===== src/rtl/mips_ctrl_pkg.sv =====
// Shared types and constants for the multi-cycle MIPS-style control unit.
package mips_ctrl_pkg;

  // Controller sequencing states
  typedef enum logic [2:0] {
    S_FETCH  = 3'd0,
    S_DECODE = 3'd1,
    S_EXEC   = 3'd2,
    S_MEM    = 3'd3,
    S_WB     = 3'd4
  } state_e;

  // Instruction classes produced by decode and held for the rest of the instruction
  typedef enum logic [3:0] {
    C_ALU_REG = 4'd0,
    C_ALU_IMM = 4'd1,
    C_SHIFT   = 4'd2,
    C_LOAD    = 4'd3,
    C_STORE   = 4'd4,
    C_BRANCH  = 4'd5,
    C_JMP     = 4'd6,
    C_JSB     = 4'd7,
    C_RET     = 4'd8,
    C_ILLEGAL = 4'd9
  } class_e;

  // Opcode patterns, each compared against the leading bits of the 6-bit opcode
  localparam logic [1:0] OP_ALU_REG = 2'b00;   // op[5:4]
  localparam logic [1:0] OP_ALU_IMM = 2'b01;   // op[5:4]
  localparam logic [2:0] OP_SHIFT   = 3'b110;  // op[5:3]
  localparam logic [2:0] OP_MEM     = 3'b100;  // op[5:3]
  localparam logic [1:0] OP_LD_SUB  = 2'b00;   // op[2:1] within OP_MEM
  localparam logic [1:0] OP_ST_SUB  = 2'b01;   // op[2:1] within OP_MEM
  localparam logic [2:0] OP_BRANCH  = 3'b101;  // op[5:3]
  localparam logic [3:0] OP_JUMP    = 4'b1110; // op[5:2], op[1] selects JSB
  localparam logic [5:0] OP_RET     = 6'b111100;

  // Branch condition encodings (op[2:1] of a branch)
  localparam logic [1:0] BR_Z  = 2'b00;
  localparam logic [1:0] BR_NZ = 2'b01;
  localparam logic [1:0] BR_C  = 2'b10;
  localparam logic [1:0] BR_NC = 2'b11;

  // PC source mux encodings
  localparam logic [1:0] PC_INC    = 2'b00;
  localparam logic [1:0] PC_TARGET = 2'b01;
  localparam logic [1:0] PC_STACK  = 2'b10;

  // Evaluate a branch condition against the ALU flags
  function automatic logic branch_taken(input logic [1:0] cond,
                                        input logic       zero,
                                        input logic       carry);
    logic taken;
    case (cond)
      BR_Z:    taken = zero;
      BR_NZ:   taken = ~zero;
      BR_C:    taken = carry;
      BR_NC:   taken = ~carry;
      default: taken = 1'b0;
    endcase
    return taken;
  endfunction

endpackage


===== src/rtl/mips_decode.sv =====
// Combinational opcode decoder: instruction word -> class and operation fields.
module mips_decode
  import mips_ctrl_pkg::*;
#(
  parameter int INSTR_W = 19
) (
  input  logic [INSTR_W-1:0] instr,
  output class_e             iclass,
  output logic [2:0]         acode,
  output logic [1:0]         scode,
  output logic [1:0]         br_cond
);

  logic [5:0] op_s;
  logic       unused_operand_s;

  assign op_s    = instr[INSTR_W-1 -: 6];
  assign acode   = op_s[3:1];
  assign scode   = op_s[2:1];
  assign br_cond = op_s[2:1];

  // Operand bits are routed to the datapath directly; the decoder ignores them
  assign unused_operand_s = ^instr[INSTR_W-7:0];

  // Classify the opcode; anything not matching a known pattern is illegal
  always_comb begin
    iclass = C_ILLEGAL;
    if (op_s[5:4] == OP_ALU_REG) begin
      iclass = C_ALU_REG;
    end else if (op_s[5:4] == OP_ALU_IMM) begin
      iclass = C_ALU_IMM;
    end else if (op_s[5:3] == OP_SHIFT) begin
      iclass = C_SHIFT;
    end else if (op_s[5:3] == OP_MEM) begin
      if (op_s[2:1] == OP_LD_SUB) begin
        iclass = C_LOAD;
      end else if (op_s[2:1] == OP_ST_SUB) begin
        iclass = C_STORE;
      end else begin
        iclass = C_ILLEGAL;
      end
    end else if (op_s[5:3] == OP_BRANCH) begin
      iclass = C_BRANCH;
    end else if (op_s[5:2] == OP_JUMP) begin
      iclass = op_s[1] ? C_JSB : C_JMP;
    end else if (op_s == OP_RET) begin
      iclass = C_RET;
    end else begin
      iclass = C_ILLEGAL;
    end
  end

endmodule


===== src/rtl/mips_mc_controller.sv =====
// Multi-cycle control unit: FETCH/DECODE/EXEC/MEM/WB sequencing with
// return-stack occupancy tracking and sticky error flags.
module mips_mc_controller
  import mips_ctrl_pkg::*;
#(
  parameter int INSTR_W     = 19,
  parameter int STACK_DEPTH = 8
) (
  input  logic               clk,
  input  logic               rst_n,
  output logic               instr_req,
  input  logic               instr_valid,
  input  logic [INSTR_W-1:0] instruction,
  input  logic               zero,
  input  logic               carry,
  output logic               mem_req,
  input  logic               mem_ready,
  output logic               mem_read_write,
  output logic               reg2_read_source,
  output logic               alu_src,
  output logic               is_shift,
  output logic               mem_or_alu,
  output logic               reg_read_write,
  output logic [2:0]         acode,
  output logic [1:0]         scode,
  output logic               pc_write,
  output logic [1:0]         pc_src,
  output logic               stack_push,
  output logic               stack_pop,
  output logic               stack_err,
  output logic               illegal
);

  localparam int               OCC_W    = $clog2(STACK_DEPTH + 1);
  localparam logic [OCC_W-1:0] OCC_FULL = OCC_W'(STACK_DEPTH);
  localparam logic [OCC_W-1:0] OCC_ZERO = OCC_W'(0);
  localparam logic [OCC_W-1:0] OCC_ONE  = OCC_W'(1);

  state_e             state_r;
  state_e             state_nxt_s;
  logic [INSTR_W-1:0] ir_r;
  class_e             class_r;
  logic [OCC_W-1:0]   occ_r;
  logic               stack_err_r;
  logic               illegal_r;

  class_e             dec_class_s;
  logic [2:0]         dec_acode_s;
  logic [1:0]         dec_scode_s;
  logic [1:0]         dec_cond_s;

  logic               ir_load_s;
  logic               occ_inc_s;
  logic               occ_dec_s;
  logic               err_set_s;
  logic               ill_set_s;

  mips_decode #(
    .INSTR_W (INSTR_W)
  ) u_decode (
    .instr   (ir_r),
    .iclass  (dec_class_s),
    .acode   (dec_acode_s),
    .scode   (dec_scode_s),
    .br_cond (dec_cond_s)
  );

  // State, instruction register, class, occupancy and sticky flags
  always_ff @(posedge clk) begin
    if (!rst_n) begin
      state_r     <= S_FETCH;
      ir_r        <= {INSTR_W{1'b0}};
      class_r     <= C_ALU_REG;
      occ_r       <= OCC_ZERO;
      stack_err_r <= 1'b0;
      illegal_r   <= 1'b0;
    end else begin
      state_r <= state_nxt_s;
      if (ir_load_s) begin
        ir_r <= instruction;
      end
      if (state_r == S_DECODE) begin
        class_r <= dec_class_s;
      end
      if (occ_inc_s) begin
        occ_r <= occ_r + OCC_ONE;
      end else if (occ_dec_s) begin
        occ_r <= occ_r - OCC_ONE;
      end
      stack_err_r <= stack_err_r | err_set_s;
      illegal_r   <= illegal_r | ill_set_s;
    end
  end

  // Next-state and output decode; reset forces every output low immediately
  always_comb begin
    state_nxt_s      = state_r;
    ir_load_s        = 1'b0;
    occ_inc_s        = 1'b0;
    occ_dec_s        = 1'b0;
    err_set_s        = 1'b0;
    ill_set_s        = 1'b0;
    instr_req        = 1'b0;
    mem_req          = 1'b0;
    mem_read_write   = 1'b0;
    reg2_read_source = 1'b0;
    alu_src          = 1'b0;
    is_shift         = 1'b0;
    mem_or_alu       = 1'b0;
    reg_read_write   = 1'b0;
    acode            = 3'b000;
    scode            = 2'b00;
    pc_write         = 1'b0;
    pc_src           = PC_INC;
    stack_push       = 1'b0;
    stack_pop        = 1'b0;
    stack_err        = 1'b0;
    illegal          = 1'b0;

    if (!rst_n) begin
      state_nxt_s = S_FETCH;
    end else begin
      stack_err = stack_err_r;
      illegal   = illegal_r;
      case (state_r)
        S_FETCH: begin
          instr_req = 1'b1;
          if (instr_valid) begin
            ir_load_s   = 1'b1;
            state_nxt_s = S_DECODE;
          end else begin
            state_nxt_s = S_FETCH;
          end
        end

        S_DECODE: begin
          state_nxt_s = S_EXEC;
        end

        S_EXEC: begin
          case (class_r)
            C_ALU_REG: begin
              acode       = dec_acode_s;
              mem_or_alu  = 1'b1;
              state_nxt_s = S_WB;
            end
            C_ALU_IMM: begin
              acode       = dec_acode_s;
              alu_src     = 1'b1;
              mem_or_alu  = 1'b1;
              state_nxt_s = S_WB;
            end
            C_SHIFT: begin
              scode       = dec_scode_s;
              is_shift    = 1'b1;
              mem_or_alu  = 1'b1;
              state_nxt_s = S_WB;
            end
            C_LOAD, C_STORE: begin
              reg2_read_source = 1'b1;
              alu_src          = 1'b1;
              state_nxt_s      = S_MEM;
            end
            C_BRANCH: begin
              pc_write    = 1'b1;
              pc_src      = branch_taken(dec_cond_s, zero, carry) ? PC_TARGET : PC_INC;
              state_nxt_s = S_FETCH;
            end
            C_JMP: begin
              pc_write    = 1'b1;
              pc_src      = PC_TARGET;
              state_nxt_s = S_FETCH;
            end
            C_JSB: begin
              pc_write    = 1'b1;
              state_nxt_s = S_FETCH;
              // A full stack turns the call into a plain fall-through
              if (occ_r == OCC_FULL) begin
                pc_src    = PC_INC;
                err_set_s = 1'b1;
              end else begin
                pc_src     = PC_TARGET;
                stack_push = 1'b1;
                occ_inc_s  = 1'b1;
              end
            end
            C_RET: begin
              pc_write    = 1'b1;
              state_nxt_s = S_FETCH;
              // An empty stack has no return address to use
              if (occ_r == OCC_ZERO) begin
                pc_src    = PC_INC;
                err_set_s = 1'b1;
              end else begin
                pc_src    = PC_STACK;
                stack_pop = 1'b1;
                occ_dec_s = 1'b1;
              end
            end
            default: begin
              ill_set_s   = 1'b1;
              pc_write    = 1'b1;
              pc_src      = PC_INC;
              state_nxt_s = S_FETCH;
            end
          endcase
        end

        S_MEM: begin
          mem_req          = 1'b1;
          reg2_read_source = 1'b1;
          alu_src          = 1'b1;
          mem_read_write   = (class_r == C_STORE);
          if (mem_ready) begin
            if (class_r == C_LOAD) begin
              state_nxt_s = S_WB;
            end else begin
              pc_write    = 1'b1;
              pc_src      = PC_INC;
              state_nxt_s = S_FETCH;
            end
          end else begin
            state_nxt_s = S_MEM;
          end
        end

        S_WB: begin
          reg_read_write = 1'b1;
          pc_write       = 1'b1;
          pc_src         = PC_INC;
          state_nxt_s    = S_FETCH;
          // Keep the datapath selects that produced the result being written
          case (class_r)
            C_ALU_REG: begin
              acode      = dec_acode_s;
              mem_or_alu = 1'b1;
            end
            C_ALU_IMM: begin
              acode      = dec_acode_s;
              alu_src    = 1'b1;
              mem_or_alu = 1'b1;
            end
            C_SHIFT: begin
              scode      = dec_scode_s;
              is_shift   = 1'b1;
              mem_or_alu = 1'b1;
            end
            C_LOAD: begin
              alu_src    = 1'b1;
              mem_or_alu = 1'b0;
            end
            default: begin
              mem_or_alu = 1'b0;
            end
          endcase
        end

        default: begin
          state_nxt_s = S_FETCH;
        end
      endcase
    end
  end

endmodule

===== config.mk =====
export PLATFORM = sky130hd
export DESIGN_NAME = mips_mc_controller
export DESIGN_NICKNAME = d
export VERILOG_FILES = /design/src/rtl/mips_ctrl_pkg.sv /design/src/rtl/mips_decode.sv /design/src/rtl/mips_mc_controller.sv
export SDC_FILE = /design/constraint.sdc
export NUM_CORES = 1
export LEC_CHECK = 0
export ABC_AREA = 1
export CAP_MARGIN = 20
export CORE_ASPECT_RATIO = 1.1
export CORE_MARGIN = 4
export CORE_UTILIZATION = 50
export DETAILED_ROUTE_END_ITERATION = 7
export DONT_BUFFER_PORTS = 1
export PLACE_DENSITY = 0.75
export SLEW_MARGIN = 20
export SYNTH_ARGS = -nofsm -noshare
export SYNTH_HDL_FRONTEND = slang
export SYNTH_SLANG_ARGS = --single-unit

===== constraint.sdc =====
create_clock -name clk -period 4.6 [get_ports clk]
set_input_delay 0.23 -clock clk [delete_from_list [all_inputs] [get_ports clk]]
set_output_delay 0.23 -clock clk [all_outputs]
set_load 0.02 [all_outputs]

Word level (Yosys, flattened, before mapping)

Index checks and enable logic that the tools add are counted.

Input bits: 25
Output and inout port bits: 20
Bits in registers: 32

Mux-type cells: 80
Reduce and logical (&&, ||, !) cells: 14
Bitwise gates (word level): 4
Add/subtract/negate cells: 2
Equal/unequal tests: 22

Operators with widths:

| cell                                                                  | number |
|---|---|
| 1-bit 2-to-1 mux                                                      | 51 |
| 4-bit 2-to-1 mux                                                      | 10 |
| 4-bit by 3-bit equality test with 1-bit output, second input constant | 4 |
| 3-bit 2-to-1 mux                                                      | 5 |
| 3-bit equality test, second input constant                            | 4 |
| 4-bit equality test, second input constant                            | 3 |
| 2-bit 2-to-1 mux                                                      | 6 |
| 3-bit case mux with 4 select lines                                    | 1 |
| 9-bit OR reduction                                                    | 1 |
| 4-bit by 2-bit equality test with 1-bit output, second input constant | 2 |
| 4-bit zero test                                                       | 2 |
| 2-bit case mux with 4 select lines                                    | 1 |
| 2-bit OR reduction                                                    | 4 |
| 3-bit by 2-bit equality test with 1-bit output, second input constant | 2 |
| 6-bit equality test, second input constant                            | 1 |
| 1-bit case mux with 3 select lines                                    | 2 |
| 3-bit case mux with 2 select lines                                    | 1 |
| 3-bit OR reduction                                                    | 2 |
| 5-bit OR reduction                                                    | 1 |
| 4-bit by 1-bit adder with 4-bit output, second input constant         | 1 |
| 2-bit by 1-bit equality test with 1-bit output, second input constant | 2 |
| 2-bit equality test, second input constant                            | 2 |
| 4-bit by 1-bit equality test with 1-bit output, second input constant | 1 |
| 2-bit zero test                                                       | 2 |
| other kinds (8)                                                       | 11 |

Depth between registers and ports, before layout

Gate-level depths: netlist of the first run.

Word-level depth: 9
Gate-level depth with buffers: 13
Mapped depth without buffers: 13

By module

A second synthesis of the first run with hierarchy kept.

Cell total of the unflattened synthesis: 268
Area, all modules: 1,810.5 um2

By module, submodules not included:

| module             | cells an instance | sequential area each (um2) | instances | area an instance (um2) |
|---|---|---|---|---|
| mips_mc_controller | 236               | 640.6                      | 1         | 1,625.3 |
| mips_decode        | 32                | 0.0                        | 1         | 185.2 |

Worst setup path after synthesis of the first run

OpenSTA, ideal clock, no wires.

Path kind: register to output
From: register state_r[0]
To: output port acode[0]
Cell stages (with the launch flop): 6
Slack: 2.734 ns
Buffers on the path: 0
Data arrival time: 1.636 ns
Data required time: 4.370 ns
Cells stage by stage: dfxtp_1 nor2_1 nand2_1 nor2_2 nor2_1 nor4_1

Cells in the longest elaborated chain, start to end: 4
Elaborated cells between the ends (all ways): 5
Those cells by class: eq/ne: 2; mux: 2; reduce/logical: 1

Ends and longest elaborated chain:

| what                                                                                         | RTL line                  | text |
|---|---|---|
| start, declared                                                                              | mips_mc_controller.sv:39  | `state_e state_r;` |
| start signal, assigned                                                                       | mips_mc_controller.sv:78  | `state_r <= state_nxt_s;` |
| 3-bit equality test / 3-bit by 2-bit equality test with 1-bit output (equally long branches) | mips_mc_controller.sv:125 | `case (state_r)` |
| 2-bit OR reduction (no source line) (*)                                                      | --                        |  |
| 3-bit 2-to-1 mux (*)                                                                         | --                        |  |
| 3-bit 2-to-1 mux (*)                                                                         | mips_mc_controller.sv:120 | `if (!rst_n) begin` |
| end, declared                                                                                | mips_mc_controller.sv:24  | `output logic [2:0] acode,` |

Every way passes the cells marked *; elsewhere a longest branch is shown, timed or not.

Worst setup path after layout of the first run

From: register state_r[0]
To: output port acode[2]

The elaborated chain is that of the path after synthesis.

==> metrics.yaml, run 1 <==
skew_ps: 0.556
cts_tree: "done"
max_cap_viol_count: 0
avgRoutedWirePerCell_um: 12.4
nNetsFinal: 218
crit_top_cell: "nor2_1"
place.gp.congestion: 0.811
vdd_drop_max_mv: 0.201
r2r_slack_ps: 2530
p_per_area_mw_per_mm2: 244
htreeDepth: 1
antenna_found_initial: 0
synth_nets: 215
io_buffers: 0
period_minus_slack_ps: 2490
synth_cells: 187
cts_root_buf: "clkbuf_4"
r2r_start: "class_r[0]"
cts-buffers-inserted: 3
grt_busiest_layer: "met2"
critPathTopFamily: "simple AND/OR/NAND/NOR gates"
worst_pin_slew_ps: 967
cts_buffer_depth: 2
clock_sinks: 19
row_count: 18
drt-vias-per-instance: 5.45
first_pass_iters: 4
arrival_ps: 2260
grt_pass1_wl_mm: 4.35
yosysWarnings: 0
cts_hold_buffers: 0
cp-end-kind: "output pin"
setup_viol_count_final: 0
yosysTopAreaCell: "dfxtp_1"
fp.coreArea_mm2: 0.00225
clock_latency_ps: 300
grt_use_met3: 0.0554
layout_setup_ws_ps: 2110
critPathMaxStageDelay_ps: 760
start_util: 0.529
fillers: 234
crit_path_start: "state_r[0]"
avgSynthCellArea_um2: 6.37
dieArea_mm2: 0.00323
r2r_cells: 10
drive_gt1_frac: 0.0741
outcome: "complete, no violations"
groute.usage.overall: 0.181
die_y_um: 59.2
clk_pin_slew_ps: 110
crit_path_max_fanout: 7
required_ps: 4370
path_cells: "nor2_1 > nand2_1 > nor2_2 > nor2_1 > nor4_1"
grt_max_degree: 16
rsz0062_at_grt: "no"
placed_cell_area_mm2: 0.00122
die_w_um: 54.5
dp_slack_ps: 2450
post-route-period-util: 0.541
cp.buffers_inverters: 0
ctsResizeCount: 0
utilization: 0.553
grt-ovfl-total: 0
dp_hpwl_mm: 2.16
min_path_type: "in -> reg"
hold_depth: 2
layout_common_cells: "nor2_1 (32), nand2_1 (32), inv_1 (28)"
fmax_ghz: 0.402
drtAntennaViolNets: 0
reg2reg_to: "occ_r[3]"
drv_slew: 0
totalWireLength_mm: 2.71
ys_seq_area_frac: 0.319
startpoint_type: "flip-flop"
drt_iter0_drc: 29
post-place-cells: 215
final_area_mm2: 0.00124
ys_types: 25
synth_area_leaders: "dfxtp_1 (32%), nand2_1 (10%), nor2_1 (10%)"
setup_tns_ps: 0
synth_top_cell_area_share: 0.319
relSlewSlack: 0.350
leakagePower_uw: 0.000548
final_hold_viol_count: 0
min-delay-start: "rst_n"
n_antenna_cell: 0
use_met2: 0.291
cp_slowest_cell: "nor4_1"
multi_input_area_um2: 687
crit_type: "reg -> out"
dr_total_vias: 1194
yosys_register_bits: 19
post_cts_buffers: 0
drcViolationCount: 0
min_delay_worst_endpoint: "occ_r[3]"
stdcell_count: 219
mappedNetlistArea_mm2: 0.00119
use_met1: 0.220
boundaryPins: 45
areaGrowthSynthToFinish_pct: 4.52
grt_pass1_vias: 1046
seq_area_um2: 380
registers in the layout, summed over array words and instances (netlist names):
| name | cells |
|---|---|
| state_r | 3 |
| illegal_r | 1 |
| occ_r | 4 |
| class_r | 4 |
| stack_err_r | 1 |
| ir_r | 6 |
cell usage after synthesis:
cell type and instances:
nand2_1 32, nor2_1 32, inv_1 28, dfxtp_1 19, a21oi_1 17, o21ai_0 16, nor3_1 7, o21ai_1 7
nor4_1 5, nand3_2 4, nand3_1 3, ha_1 2, inv_2 2, nand4_1 2, a211oi_1 1, a211oi_2 1
buf_4 1, clkbuf_1 1, fa_1 1, nand2_2 1, nand3b_1 1, nor2_2 1, nor2_4 1, o31ai_1 1
xor2_1 1
logic make-up (layout without fill, tap and decap cells):
logic type | count (synthesis) | count (layout) | share of synthesized area
buffers and inverters | 32 | 34 | 0.104
AND/OR/NAND/NOR | 89 | 89 | 0.340
AO/OA/AOI/OAI | 43 | 43 | 0.191
flip-flops | 19 | 19 | 0.319
XOR/XNOR | 1 | 1 | 0.00735
adder cells (fa/ha/maj) | 3 | 3 | 0.0378
power breakdown:
part | total [uW] | switching, uW | internal (uW)
registers | 181 | 9.27 | 172
clock network | 84.2 | 51.7 | 32.4
logic | 39.1 | 28.0 | 11.1
final cells by class:
cell class,count,area share
tap,30,0.0302
multi-input combinational,136,0.552
sequential,19,0.306
clock inverter,1,0.00402
inverter,30,0.0905
clock buffer,3,0.0181
routing by layer:
metal | wire length [um] | up-vias
met5 | 0 | -
met4 | 48 | 0
met3 | 226 | 5
met2 | 1200 | 44
met1 | 1240 | 526
li1 | - | 619
metrics by stage:
| stage | hold slack, ps | power (uW) |
|---|---|---|
| global placement | 355 | 222 |
| detailed placement | 362 | 223 |
| finish | 39.9 | 304 |
| CTS | 30.2 | 308 |
| floorplan | 368 | 216 |
| global route | 15.5 | 323 |
worst max-delay path by stage:
stage               slack [ps]  cells past startpoint       end
CTS                       2090                      5  acode[2]
global placement          2470                      5  acode[2]
detailed placement        2450                      5  acode[2]
global route              1970                      5  acode[0]
floorplan                 2730                      5  acode[0]
finish                    2110                      5  acode[2]
Note: power is estimated with default switching activity, not from simulation.
==> run 2, diff against run 1 <==
--- a/config.mk
+++ b/config.mk
@@ -12,7 +12,7 @@
 export CORE_UTILIZATION = 50
 export DETAILED_ROUTE_END_ITERATION = 7
 export DONT_BUFFER_PORTS = 1
-export PLACE_DENSITY = 0.75
+export PLACE_DENSITY = 0.78
 export SLEW_MARGIN = 20
 export SYNTH_ARGS = -nofsm -noshare
 export SYNTH_HDL_FRONTEND = slang
==> constraint.sdc (replaced) <==
create_clock -name clk -period 2.1 [get_ports clk]
set_input_delay 0.105 -clock clk [delete_from_list [all_inputs] [get_ports clk]]
set_output_delay 0.105 -clock clk [all_outputs]
set_load 0.02 [all_outputs]
==> run 2 against run 1 <==
Clock skew increased by 1.6 ps. Sequential share of layout area shrank 3.8 points. Core utilization rose by 7.9 points. Global-route usage is 2.5 points higher. Cell count is 8.7% higher.
==> metrics.yaml, run 2 (same netlist as run 1, synthesis figures left out) <==
outcome: "complete, no violations"  # unchanged
drtAntennaViolNets: 0  # unchanged
setup_tns_ps: 0  # unchanged
crit_path_max_fanout: 6  # was 7
critPathMaxStageDelay_ps: 330  # was 760 ps
min_path_type: "in -> reg"  # unchanged
boundaryPins: 45  # unchanged
dp_slack_ps: 182  # was 2450 ps
period_minus_slack_ps: 1900
setup_viol_count_final: 0  # unchanged
cp-end-kind: "output pin"  # unchanged
crit_top_cell: "nor2_1"  # unchanged
start_util: 0.529  # unchanged
antenna_found_initial: 0  # unchanged
die_w_um: 54.5  # unchanged
avgRoutedWirePerCell_um: 12.4  # about the same
max_cap_viol_count: 0  # unchanged
drv_slew: 0  # unchanged
post-route-period-util: 0.903
fin_total_pwr_uw: 694  # was 304 uW
holdWs_ps: 8.31  # was 39.9 ps
areaGrowthSynthToFinish_pct: 19.5  # was 4.52%
n_antenna_cell: 0  # unchanged
groute.usage.overall: 0.206  # was 0.181
startpoint_type: "flip-flop"  # unchanged
layout_setup_ws_ps: 205  # was 2110 ps
required_ps: 2000  # was 4370 ps
fp.coreArea_mm2: 0.00225  # unchanged
grt-ovfl-total: 0  # unchanged
io_buffers: 0  # unchanged
nNetsFinal: 237  # was 218
row_count: 18  # unchanged
cts_root_buf: "clkbuf_4"  # unchanged
first_pass_iters: 4  # unchanged
path_cells: "buf_4 > nor2_1 > inv_1 > nor3_1 > o21ai_1 > nor2_1"  # was nor2_1 > nand2_1 > nor2_2 > nor2_1 > nor4_1
post_cts_buffers: 0  # unchanged
top_register: "ir_r"  # unchanged
htreeDepth: 1  # unchanged
grt_max_degree: 14  # was 16
drt_iter0_drc: 51  # was 29
drcViolationCount: 0  # unchanged
grt_pass1_vias: 1189  # was 1046
place.gp.congestion: 0.837  # was 0.811
vdd_drop_max_mv: 0.462  # was 0.201 mV
skew_ps: 2.12  # was 0.556 ps
die_y_um: 59.2  # unchanged
drive_gt1_frac: 0.139  # was 0.0741
leakagePower_uw: 0.000641  # was 0.000548 uW
grt_pass1_wl_mm: 4.87  # was 4.35 mm
fmax_ghz: 0.528
dieArea_mm2: 0.00323  # unchanged
cts_buffer_depth: 2  # unchanged
totalWireLength_mm: 2.94  # was 2.71 mm
dp_hpwl_mm: 2.28  # was 2.16 mm
cts_tree: "done"  # unchanged
largest_reg_flops: 6  # unchanged
clk_pin_slew_ps: 110  # about the same
layout_common_cells: "nor2_1 (32), nand2_1 (32), inv_1 (28)"  # unchanged
largestRegisters: "ir_r (6), class_r (4), occ_r (4)"  # unchanged
drt-vias-per-instance: 5.37  # was 5.45
clock_latency_ps: 300  # about the same
relSlewSlack: 0.685  # was 0.350
cts-buffers-inserted: 3  # unchanged
utilization: 0.632  # was 0.553
rsz0062_at_grt: "no"  # unchanged
final_hold_viol_count: 0  # unchanged
cp_slowest_cell: "dfxtp_1"  # was nor4_1
worst_pin_slew_ps: 474  # was 967 ps
dr_total_vias: 1277  # was 1194
p_per_area_mw_per_mm2: 487  # was 244 mW/mm2
fillers: 204  # was 234
crit_type: "reg -> out"  # unchanged
clock_sinks: 19  # unchanged
arrival_ps: 1790  # was 2260 ps
-- run 2: cell count changes in the layout (fill, tap and decap cells not counted) --
cell and change:
buf_4 +13, dfxtp_1 -1, dfxtp_2 +1, dlygate4sd3_1 +6
ha_1 -1, ha_4 +1, nand3_2 -1, nand3_4 +1
-- run 2: path summary, 6_finish.rpt --
check	start	endpoint	slack, ps	cells after the start
worst max-delay path	class_r[3]	scode[0]	200	6
worst min-delay path	instruction[16]	ir_r[16]	8	2
worst max register to register	state_r[2]	occ_r[3]	270	13
worst min register to register	illegal_r	illegal_r	470	2
-- run 2: where the power goes --
part	internal, uW	total [uW]	switching (uW)
Clock	71.1	187	116
Sequential	376	392	16.3
Combinational	41.2	114	73.3
-- run 2: layer usage --
metal / vias up / wire length (um) / global-route usage
li1: 657 / - / -
met1: 577 / 1250 / 0.230
met2: 39 / 1460 / 0.364
met3: 4 / 182 / 0.0428
met4: 0 / 43 / 0.0890
met5: - / 0 / 0
-- run 2: through the flow --
step	cells	area, um2
2_1_floorplan	187	1190
3_3_place_gp	228	1320
3_5_place_dp	228	1320
4_1_cts	238	1400
5_1_grt	238	1420
6_report	238	1420
-- run 2: critical path, delay by kind of cell, from the launching register on --
kind	cells	cell delay [ps]
buffers and inverters	2	300
AO/OA/AOI/OAI	1	150
AND/OR/NAND/NOR	3	700
flip-flops	1	330
-- run 2: what timing repair did --
item,4_1_cts,5_1_grt
setup endpoints to repair,0,1
endpoints found under the hold margin,13,0
gates resized for setup,0,3
hold buffers,6,0
-- run 2: layout make-up --
class / count / area, um2 / area share
tap: 30 / 37.5 / 0.0264
clock buffer: 3 / 22.5 / 0.0158
timing repair buffer: 19 / 158 / 0.111
multi-input combinational: 136 / 707 / 0.496
inverter: 30 / 113 / 0.0791
clock inverter: 1 / 5.00 / 0.00351
sequential: 19 / 382 / 0.268
==> run 3, diff against run 2 <==
--- a/config.mk
+++ b/config.mk
@@ -7,12 +7,15 @@
 export LEC_CHECK = 0
 export ABC_AREA = 1
 export CAP_MARGIN = 20
+export CELL_PAD_IN_SITES_DETAIL_PLACEMENT = 1
+export CELL_PAD_IN_SITES_GLOBAL_PLACEMENT = 1
 export CORE_ASPECT_RATIO = 1.1
 export CORE_MARGIN = 4
-export CORE_UTILIZATION = 50
+export CORE_UTILIZATION = 37
 export DETAILED_ROUTE_END_ITERATION = 7
 export DONT_BUFFER_PORTS = 1
-export PLACE_DENSITY = 0.78
+export MAX_ROUTING_LAYER = met4
+export PLACE_DENSITY = 0.83
 export SLEW_MARGIN = 20
 export SYNTH_ARGS = -nofsm -noshare
 export SYNTH_HDL_FRONTEND = slang
==> run 3 against run 2 <==
Non-clock buffer count up 2. First-iteration DRC count down 12%. Count of clock-buffer cells in the layout unchanged. Critical endpoint is now acode[1]. Largest cell class unchanged. Flip-flop and latch count unchanged. Highest routed layer unchanged. Fmax down 2.8%. Worst setup slack worse by 55 ps. Design area up 2.1%. Total power up 1.9%. Core utilization down 16 points.
==> metrics.yaml, run 3 (same netlist as run 1, synthesis figures left out) <==
max_cap_viol_count: 0  # unchanged
fmax_ghz: 0.513  # was 0.528 GHz
clock_latency_ps: 310  # was 300 ps
areaGrowthSynthToFinish_pct: 22.1  # was 19.5%
fp.coreArea_mm2: 0.00307  # was 0.00225 mm2
cts_root_buf: "clkbuf_4"  # unchanged
outcome: "complete, no violations"  # unchanged
boundaryPins: 45  # unchanged
relSlewSlack: 0.692  # was 0.685
grt_pass1_wl_mm: 6.15  # was 4.87 mm
crit_type: "reg -> out"  # unchanged
skew_ps: 7.25  # was 2.12 ps
crit_path_max_fanout: 7  # was 6
cp-end-kind: "output pin"  # unchanged
dr_total_vias: 1315  # was 1277
die_y_um: 67.5  # was 59.2 um
startpoint_type: "flip-flop"  # unchanged
p_per_area_mw_per_mm2: 486  # was 487 mW/mm2
die_w_um: 62.1  # was 54.5 um
drive_gt1_frac: 0.152  # was 0.139
dp_hpwl_mm: 2.91  # was 2.28 mm
r2r_slack_ps: 200  # was 270 ps
drt-vias-per-instance: 5.39  # was 5.37
largestRegisters: "ir_r (6), class_r (4), occ_r (4)"  # unchanged
r2r_start: "class_r[2]"  # was state_r[2]
cts_tree: "done"  # unchanged
rsz0062_at_grt: "no"  # unchanged
clock_sinks: 19  # unchanged
row_count: 21  # was 18
drcViolationCount: 0  # unchanged
grt_max_degree: 14  # unchanged
groute.usage.overall: 0.187  # was 0.206
avgRoutedWirePerCell_um: 14.8  # was 12.4 um
antenna_found_initial: 0  # unchanged
min_path_type: "in -> reg"  # unchanged
grt-ovfl-total: 0  # unchanged
p_clk_frac: 0.273  # was 0.270
holdWs_ps: 15.6  # was 8.31 ps
post-route-period-util: 0.929  # was 0.903
totalWireLength_mm: 3.62  # was 2.94 mm
dieArea_mm2: 0.00419  # was 0.00323 mm2
p_int_uw: 490  # was 488 uW
arrival_ps: 1850  # was 1790 ps
start_util: 0.387  # was 0.529
place.gp.congestion: 0.818  # was 0.837
min_delay_worst_endpoint: "state_r[0]"  # was ir_r[16]
power_switching_share: 0.307  # was 0.297
setup_viol_count_final: 0  # unchanged
top_register: "ir_r"  # unchanged
drt_iter0_drc: 45  # was 51
r2r_cells: 8  # was 13
htreeDepth: 1  # unchanged
leakagePower_uw: 0.000650  # was 0.000641 uW
drv_slew: 0  # unchanged
nNetsFinal: 239  # was 237
hold_depth: 3  # was 2
combPwrFrac: 0.170  # was 0.165
grt_pass1_vias: 1387  # was 1189
setup_tns_ps: 0  # unchanged
reg2reg_to: "occ_r[2]"  # was occ_r[3]
drtAntennaViolNets: 0  # unchanged
worst_pin_slew_ps: 464  # was 474 ps
power.switching_uw: 217  # was 206 uW
io_buffers: 0  # unchanged
min-delay-start: "mem_ready"  # was instruction[16]
required_ps: 2000  # about the same
period_minus_slack_ps: 1950  # was 1900 ps
cts-buffers-inserted: 3  # unchanged
n_antenna_cell: 0  # unchanged
first_pass_iters: 4  # unchanged
clk_pin_slew_ps: 110  # about the same
utilization: 0.473  # was 0.632
power_frac_seq: 0.556  # was 0.565
cts_buffer_depth: 2  # unchanged
final_hold_viol_count: 0  # unchanged
largest_reg_flops: 6  # unchanged
layout_common_cells: "nor2_1 (32), nand2_1 (32), inv_1 (28)"  # unchanged
vdd_drop_max_mv: 0.313  # was 0.462 mV
## run 3: cell types whose count changed in the layout (fill, tap and decap cells not counted), sizes merged
cell and change:
buf +1, dlygate4sd3 +1
## run 3: power by group through the flow
| stage | Sequential (uW) | Combinational, uW | Clock (uW) |
|---|---|---|---|
| 5_1_grt | 396 | 135 | 213 |
| 2_1_floorplan | 399 | 74.4 | 0 |
| 3_3_place_gp | 400 | 98.9 | 0 |
| 6_report | 394 | 120 | 193 |
| 3_5_place_dp | 401 | 106 | 0 |
| 4_1_cts | 393 | 119 | 200 |
## run 3: worst max-delay path: stages, from the launching register on
cell	delay, ps
dfxtp_1	420
nor2_1	230
nand2_1	90
nor2_2	200
nor2_1	140
nor4_1	260
buf_4	210
## run 3: timing repair
item	4_1_cts	5_1_grt
hold buffers	7	0
setup endpoints to repair	0	2
resized for setup	0	5
buffers inserted	0	0
endpoints found under the hold margin	12	0
## run 3: per-stage QoR
| stage | instances | setup slack, ps | area, um2 | total power (uW) |
|---|---|---|---|---|
| final | 244 | 150 | 1450 | 707 |
| after global routing | 244 | 23.5 | 1450 | 744 |
| after CTS | 244 | 131 | 1430 | 712 |
| after detailed placement | 233 | 154 | 1330 | 507 |
| after global placement | 233 | 286 | 1330 | 498 |
| after floorplan | 187 | 313 | 1190 | 473 |
## run 3: layout make-up
| class | instances | area, um2 |
|---|---|---|
| fill | 413 | 1620 |
| multi-input combinational | 136 | 713 |
| sequential | 19 | 383 |
| timing repair buffer | 21 | 175 |
| inverter | 30 | 113 |
| tap | 34 | 42.5 |
| clock buffer | 3 | 22.5 |
| clock inverter | 1 | 5.00 |
## run 3: per-layer routing
| metal | track usage | up-vias | wire length (um) |
|---|---|---|---|
| li1 | - | 657 | - |
| met1 | 0.195 | 619 | 1520 |
| met2 | 0.354 | 34 | 1880 |
| met3 | 0.0283 | 5 | 164 |
| met4 | 0.0732 | 0 | 56 |
| met5 | - | - | 0 |
## run 3: worst max-delay path by stage
| stage | from | to | slack, ps | cells past startpoint |
|---|---|---|---|---|
| 5_1_grt | state_r[0] | acode[1] | 20 | 6 |
| 2_1_floorplan | class_r[0] | occ_r[3] | 310 | 12 |
| 4_1_cts | state_r[0] | acode[2] | 130 | 6 |
| 6_report | state_r[0] | acode[1] | 150 | 6 |
| 3_5_place_dp | class_r[2] | occ_r[3] | 150 | 12 |
| 3_3_place_gp | class_r[2] | occ_r[2] | 290 | 8 |
